===== src/rtl/reg_scoreboard.sv =====
`default_nettype none
// ============================================================================
// Module      : reg_scoreboard
// Description : Per-register pending-write scoreboard for a 4-stage pipeline
//               (fetch, rf_read, execute, writeback). Counts in-flight writes
//               to each of 8 registers, releases them on retire or flush, and
//               stalls rf_read when a source register has a producer in
//               flight that the writeback forwarding path cannot cover.
// Revision    : 1.0 - initial release
// ============================================================================
module reg_scoreboard (
    input  logic        clk,
    input  logic        reset,
    input  logic        i_issue_valid,
    input  logic [15:0] i_issue_ir,
    input  logic        i_retire_valid,
    input  logic [15:0] i_retire_ir,
    input  logic        i_flush_valid,
    input  logic [15:0] i_flush_ir,
    input  logic [15:0] i_rf_ir,
    output logic        o_stall,
    output logic [7:0]  o_busy_mask,
    output logic [2:0]  o_inflight,
    output logic        o_error
);

    // ------------------------------------------------------------------------
    // Opcode encodings
    // ------------------------------------------------------------------------
    localparam logic [3:0] c_OP_MV   = 4'h0;
    localparam logic [3:0] c_OP_ADD  = 4'h1;
    localparam logic [3:0] c_OP_SUB  = 4'h2;
    localparam logic [3:0] c_OP_CMP  = 4'h3;
    localparam logic [3:0] c_OP_LD   = 4'h4;
    localparam logic [3:0] c_OP_ST   = 4'h5;
    localparam logic [3:0] c_OP_MVHI = 4'h6;
    localparam logic [3:0] c_OP_J    = 4'h8;
    localparam logic [3:0] c_OP_JZ   = 4'h9;
    localparam logic [3:0] c_OP_JN   = 4'hA;
    localparam logic [3:0] c_OP_CALL = 4'hC;

    localparam int         c_NUM_REGS = 8;

    // ------------------------------------------------------------------------
    // Decode helpers
    // ------------------------------------------------------------------------

    // True when the opcode writes its Rx field.
    function automatic logic f_is_writer(input logic [3:0] op);
        logic v_wr;
        case (op)
            c_OP_MV, c_OP_ADD, c_OP_SUB, c_OP_LD, c_OP_MVHI: v_wr = 1'b1;
            default:                                         v_wr = 1'b0;
        endcase
        return v_wr;
    endfunction

    // One-hot register select.
    function automatic logic [7:0] f_onehot(input logic [2:0] idx);
        logic [7:0] v_oh;
        v_oh      = 8'h00;
        v_oh[idx] = 1'b1;
        return v_oh;
    endfunction

    // Set of registers read by an instruction, as a bit mask.
    function automatic logic [7:0] f_src_mask(
        input logic [3:0] op,
        input logic       imm,
        input logic [2:0] rx,
        input logic [2:0] ry
    );
        logic [7:0] v_m;
        v_m = 8'h00;
        case (op)
            c_OP_MV: begin
                if (!imm) v_m = f_onehot(ry);
            end
            c_OP_ADD, c_OP_SUB, c_OP_CMP: begin
                v_m = f_onehot(rx);
                if (!imm) v_m = v_m | f_onehot(ry);
            end
            c_OP_LD: begin
                v_m = f_onehot(ry);
            end
            c_OP_ST: begin
                v_m = f_onehot(rx) | f_onehot(ry);
            end
            c_OP_MVHI: begin
                v_m = f_onehot(rx);
            end
            c_OP_J, c_OP_JZ, c_OP_JN, c_OP_CALL: begin
                if (!imm) v_m = f_onehot(rx);
            end
            default: begin
                v_m = 8'h00;
            end
        endcase
        return v_m;
    endfunction

    // ------------------------------------------------------------------------
    // Field extraction
    // ------------------------------------------------------------------------
    logic [3:0] w_iss_op;
    logic [2:0] w_iss_rx;
    logic [3:0] w_ret_op;
    logic [2:0] w_ret_rx;
    logic [3:0] w_flu_op;
    logic [2:0] w_flu_rx;
    logic [3:0] w_rf_op;
    logic       w_rf_imm;
    logic [2:0] w_rf_rx;
    logic [2:0] w_rf_ry;

    assign w_iss_op = i_issue_ir[3:0];
    assign w_iss_rx = i_issue_ir[7:5];
    assign w_ret_op = i_retire_ir[3:0];
    assign w_ret_rx = i_retire_ir[7:5];
    assign w_flu_op = i_flush_ir[3:0];
    assign w_flu_rx = i_flush_ir[7:5];
    assign w_rf_op  = i_rf_ir[3:0];
    assign w_rf_imm = i_rf_ir[4];
    assign w_rf_rx  = i_rf_ir[7:5];
    assign w_rf_ry  = i_rf_ir[10:8];

    // Fields that play no part in scoreboarding.
    logic w_unused;
    assign w_unused = &{1'b0, i_issue_ir[15:8], i_issue_ir[4],
                        i_retire_ir[15:8], i_retire_ir[4],
                        i_flush_ir[15:8], i_flush_ir[4], i_rf_ir[15:11]};

    // ------------------------------------------------------------------------
    // Per-register increment / decrement requests
    // ------------------------------------------------------------------------
    logic [7:0] w_inc;
    logic [7:0] w_dec_ret;
    logic [7:0] w_dec_flu;
    logic [7:0] w_src;

    assign w_inc     = (i_issue_valid  && f_is_writer(w_iss_op)) ? f_onehot(w_iss_rx) : 8'h00;
    assign w_dec_ret = (i_retire_valid && f_is_writer(w_ret_op)) ? f_onehot(w_ret_rx) : 8'h00;
    assign w_dec_flu = (i_flush_valid  && f_is_writer(w_flu_op)) ? f_onehot(w_flu_rx) : 8'h00;
    assign w_src     = f_src_mask(w_rf_op, w_rf_imm, w_rf_rx, w_rf_ry);

    // ------------------------------------------------------------------------
    // Counter state and per-register next-value logic
    // ------------------------------------------------------------------------
    logic [7:0][1:0] r_count;
    logic [7:0][1:0] w_next;
    logic [7:0]      w_ovf;
    logic [7:0]      w_unf;
    logic [7:0]      w_busy_now;
    logic [7:0]      w_busy_next;

    for (genvar g = 0; g < c_NUM_REGS; g++) begin : g_reg
        logic [2:0] w_up;
        logic [2:0] w_dn;
        logic [1:0] w_diff;

        // count + inc spans 0..4 and dec spans 0..2, so 3 bits cover both.
        assign w_up   = {1'b0, r_count[g]} + {2'b00, w_inc[g]};
        assign w_dn   = {2'b00, w_dec_ret[g]} + {2'b00, w_dec_flu[g]};
        // Modulo-4 difference is exact whenever neither bound is crossed.
        assign w_diff = w_up[1:0] - w_dn[1:0];

        assign w_ovf[g]  = (w_up > (w_dn + 3'd3));
        assign w_unf[g]  = (w_up < w_dn);
        assign w_next[g] = w_ovf[g] ? r_count[g] :
                           (w_unf[g] ? 2'd0 : w_diff);

        assign w_busy_next[g] = (w_next[g] != 2'd0);

        // A lone producer retiring this cycle is forwardable from writeback;
        // a flush offers no such path.
        assign w_busy_now[g] = (r_count[g] != 2'd0) &&
                               !((r_count[g] == 2'd1) && w_dec_ret[g]);
    end

    // ------------------------------------------------------------------------
    // Pending-write total for the next state
    // ------------------------------------------------------------------------
    logic [4:0] w_sum;
    logic [2:0] w_inflight_next;

    // Add up all next-state counters.
    always_comb begin
        w_sum = 5'd0;
        for (int i = 0; i < c_NUM_REGS; i++) begin
            w_sum = w_sum + {3'b000, w_next[i]};
        end
    end

    // Pipeline depth keeps the total at or below 6; clamp anyway so the
    // output never wraps if misused.
    assign w_inflight_next = (w_sum > 5'd7) ? 3'd7 : w_sum[2:0];

    // ------------------------------------------------------------------------
    // State registers
    // ------------------------------------------------------------------------
    logic [7:0] r_busy_mask;
    logic [2:0] r_inflight;
    logic       r_error;

    // Counters, registered summaries and sticky error; reset dominates.
    always_ff @(posedge clk) begin
        if (!reset) begin
            r_count     <= '0;
            r_busy_mask <= 8'h00;
            r_inflight  <= 3'd0;
            r_error     <= 1'b0;
        end else begin
            r_count     <= w_next;
            r_busy_mask <= w_busy_next;
            r_inflight  <= w_inflight_next;
            if (|(w_ovf | w_unf)) begin
                r_error <= 1'b1;
            end
        end
    end

    // ------------------------------------------------------------------------
    // Outputs
    // ------------------------------------------------------------------------
    assign o_stall     = |(w_src & w_busy_now);
    assign o_busy_mask = r_busy_mask;
    assign o_inflight  = r_inflight;
    assign o_error     = r_error;

endmodule
`default_nettype wire


===== config.mk =====
export PLATFORM = sky130hd
export DESIGN_NAME = reg_scoreboard
export DESIGN_NICKNAME = d
export VERILOG_FILES = /design/src/rtl/reg_scoreboard.sv
export SDC_FILE = /design/constraint.sdc
export NUM_CORES = 1
export LEC_CHECK = 0
export CORE_MARGIN = 2
export CORE_UTILIZATION = 55
export CTS_CLUSTER_DIAMETER = 60
export CTS_CLUSTER_SIZE = 20
export DETAILED_ROUTE_END_ITERATION = 7
export GPL_ROUTABILITY_DRIVEN = 0
export PLACE_DENSITY = 0.95
export SLEW_MARGIN = 40
export SYNTH_ARGS = -nofsm -noshare
export SYNTH_HDL_FRONTEND = slang
export SYNTH_SLANG_ARGS = --single-unit
export TNS_END_PERCENT = 30

===== constraint.sdc =====
create_clock -name clk -period 18.17 [get_ports clk]
set_clock_uncertainty 0.1 [all_clocks]
set_input_delay 1.817 -clock clk [delete_from_list [all_inputs] [get_ports clk]]
set_output_delay 1.817 -clock clk [all_outputs]
set_load 0.02 [all_outputs]

==> run_results.csv <==
group,metric,value,unit
cts,cts_resized,0,
finish,syn_to_final_growth,16.8,%
yosys,synth_nets,611,
yosys,syn_inst,446,
floorplan,rows,29,
run,cap_violations,0,
setup_path,crit_type,"in2reg",
yosys,yosysTopAreaCellShare,25.9,%
placement,io_buffers,49,
yosys,synthArstFlopShare,0,%
cts,tritoncts,"yes",
grt,antenna_found_initial,0,
setup_path,crit_path_end_kind,"flip-flop",
yosys,synth_ff_type,"dfxtp_1",
yosys,syn_area,3720,um^2
sta,fin_crit_sh,46.2,%
sta,finalSetupViolCount,0,
cts,cts_inserted_buffers,3,
finish,finalNetCount,659,
yosys,synth-edff-count,0,
route,wl_per_cell,15.9,um
yosys,yosysSeqAreaShare,15.1,%
cts,clk_latency,0.29,ns
floorplan,die_area,7440,um^2
setup_path,crit_arrival,8.44,ns
sta,finalCriticalPeriod,8.39,ns
setup_path,critPathMaxFanout,4,
yosys,synth-seq-cells,28,
finish,num_antenna_cells,0,
grt,grt_first_pass_wirelength,15.0,mm
route,drc,0,
yosys,yosysUniqueCellTypes,57,
grt,grt_max_degree,23,
sta,drv_slew,0,
cts,clockBufferDepth,2,
finish,final_common_cell,"inv_1",
sta,setup_ws,9.78,ns
finish,fillCellCount,521,
sta,fmax,119,MHz
floorplan,die_h,86.3,um
floorplan,design.core.area,6460,um^2
yosys,syn_avg_cell_area,8.35,um^2
cts,cts_setup_buffers,0,
setup_path,worstPathRequired,18.23,ns
finish,utilization,67.3,%
grt,grt_usage,24.8,%
sta,hold_violations,0,
finish,drive_gt1_share,3.25,%
finish,final_cell_mix,"inv_1 (93), ha_1 (77), clkdlybuf4s50_1 (49), nor2_1 (40), dfxtp_1 (28)",
cts,htree_num_levels,1,
cts,cts_root_buffer,"clkbuf_8",
pwr,power_density,39.7,nW/um^2
sta,timing.slew.headroom,51.1,%
status,outcome,"completed",
route,routed_via_density,5.83,
grt,grt_pass1_vias,3466,
route,drt-total-wl,9.08,mm
cts,cts_hold_buffers,0,
floorplan,initial_core_util,57.6,%
placement,dp_worst_setup_slack,9.49,ns
cts,cts.sinks,28,
route,drt_iter0_markers,247,
route,ant_nets,0,
sta,tightest_slew,0.732,ns
route,vias,3323,
floorplan,die_x,86.3,um
route,dr.pass1.iters,5,
yosys,ys.warnings.count,0,
sta,rsz0062_at_grt,"no",
sta,tns,0,ns
floorplan,io_pins,82,
setup_path,critPathLaunchType,"input pin",
pwr,ir_worst_vdd,0.0000435,V
pwr,p_leak,2.15,nW
yosys,synth_top_cell_by_area,"ha_1",
min_path,hold_path_class,"reg2reg",
cts,clk_pin_slew,0.10,ns
yosys,synth_area_leaders,"ha_1 (26%), dfxtp_1 (15%), fa_1 (10%)",
grt,grt_remaining_overflow,0,
placement,dp.final_hpwl,7.73,mm
cell type report:
type	instances	area (um^2)	area share [%]
multi-input combinational	319	2780	63.9
sequential	28	561	12.9
timing repair buffer	49	490	11.3
inverter	93	349	8.03
tap	77	96.3	2.22
clock buffer	3	41.3	0.950
clock inverter	1	30.0	0.691
registers in the layout, indices dropped and copies added, names as in the netlist:
name and count:
o_inflight 3, o_error 1, o_busy_mask 8, r_count 16
power by group:
group	leakage [nW]	internal [mW]	switching, mW	total, mW
clock	0.0357	0.0296	0.0217	0.0513
combinational	1.89	0.0254	0.0296	0.0550
sequential	0.227	0.0646	0.00177	0.0664
total	2.15	0.120	0.0531	0.173
cells in the mapped netlist, types with 3 or more instances:
library cell,number
and2_1,8
a32oi_1,5
inv_1,93
nor4_1,3
nand3_1,10
o21a_1,5
nand2b_1,5
o31a_1,3
mux2i_1,16
a21o_1,6
clkbuf_1,4
ha_1,77
nand3b_1,3
nor3_1,6
nor2_1,40
a21oi_1,14
o22a_1,4
xnor2_1,8
o31ai_1,3
dfxtp_1,28
nand4_1,8
nor2b_1,17
fa_1,19
o21ai_0,10
nand2_1,15
stage by stage:
stage               instances  power (mW)  hold slack (ns)  area, um^2
finish                    570       0.173            0.546        4350
global route              570       0.181            0.564        4350
CTS                       570       0.171            0.540        4350
detailed placement        566       0.122            0.517        4280
global placement          566       0.118            0.464        4280
floorplan                 446      0.0983            0.435        3720
path summary, 6_finish.rpt:
check                                             from                       end  slack [ns]  depth (start not counted)
worst max-delay path                     i_issue_ir[1]  o_inflight[0]$_SDFF_PN0_        9.78                         26
worst min-delay path              o_error$_SDFFE_PN0P_      o_error$_SDFFE_PN0P_        0.55                          2
worst max register to register  r_count[12]$_SDFF_PN0_  o_inflight[0]$_SDFF_PN0_       12.05                         22
worst min register to register    o_error$_SDFFE_PN0P_      o_error$_SDFFE_PN0P_        0.55                          2
cells by family (layout without fill, tap and decap cells):
group | count (synthesis) | in the layout | synth area share, %
multiplexers | 18 | 18 | 4.97
flip-flops | 28 | 28 | 15.1
AO/OA/AOI/OAI | 68 | 68 | 13.4
XOR/XNOR | 8 | 8 | 1.88
buffers and inverters | 99 | 146 | 10.3
adder cells (fa/ha/maj) | 97 | 97 | 36.4
AND/OR/NAND/NOR | 128 | 128 | 18.0
routing by layer:
layer  share of wire (%)  global-route usage (%)
met1                  40                    29.0
met2                  51                    46.1
met3                 6.2                    4.67
met4                 2.3                    7.10
met5                   0                       0
critical path, stage by stage:
cell and delay [ns]:
clkdlybuf4s50_1 0.40, o21ai_0 0.24, nand4bb_1 0.28, nor2_1 0.23, ha_1 0.19, ha_1 0.24
ha_1 0.31, nor2b_1 0.12, o21ai_0 0.09, a32oi_1 0.43, mux2i_1 0.49, inv_1 0.10
fa_1 0.49, inv_1 0.05, fa_1 0.46, fa_1 0.56, inv_1 0.07, fa_1 0.52
ha_1 0.18, inv_1 0.06, fa_1 0.38, a211oi_1 0.18, mux2i_1 0.10, or2_2 0.31
nor2_1 0.11, nor2_1 0.05
Power figures use the tool's default switching activity.
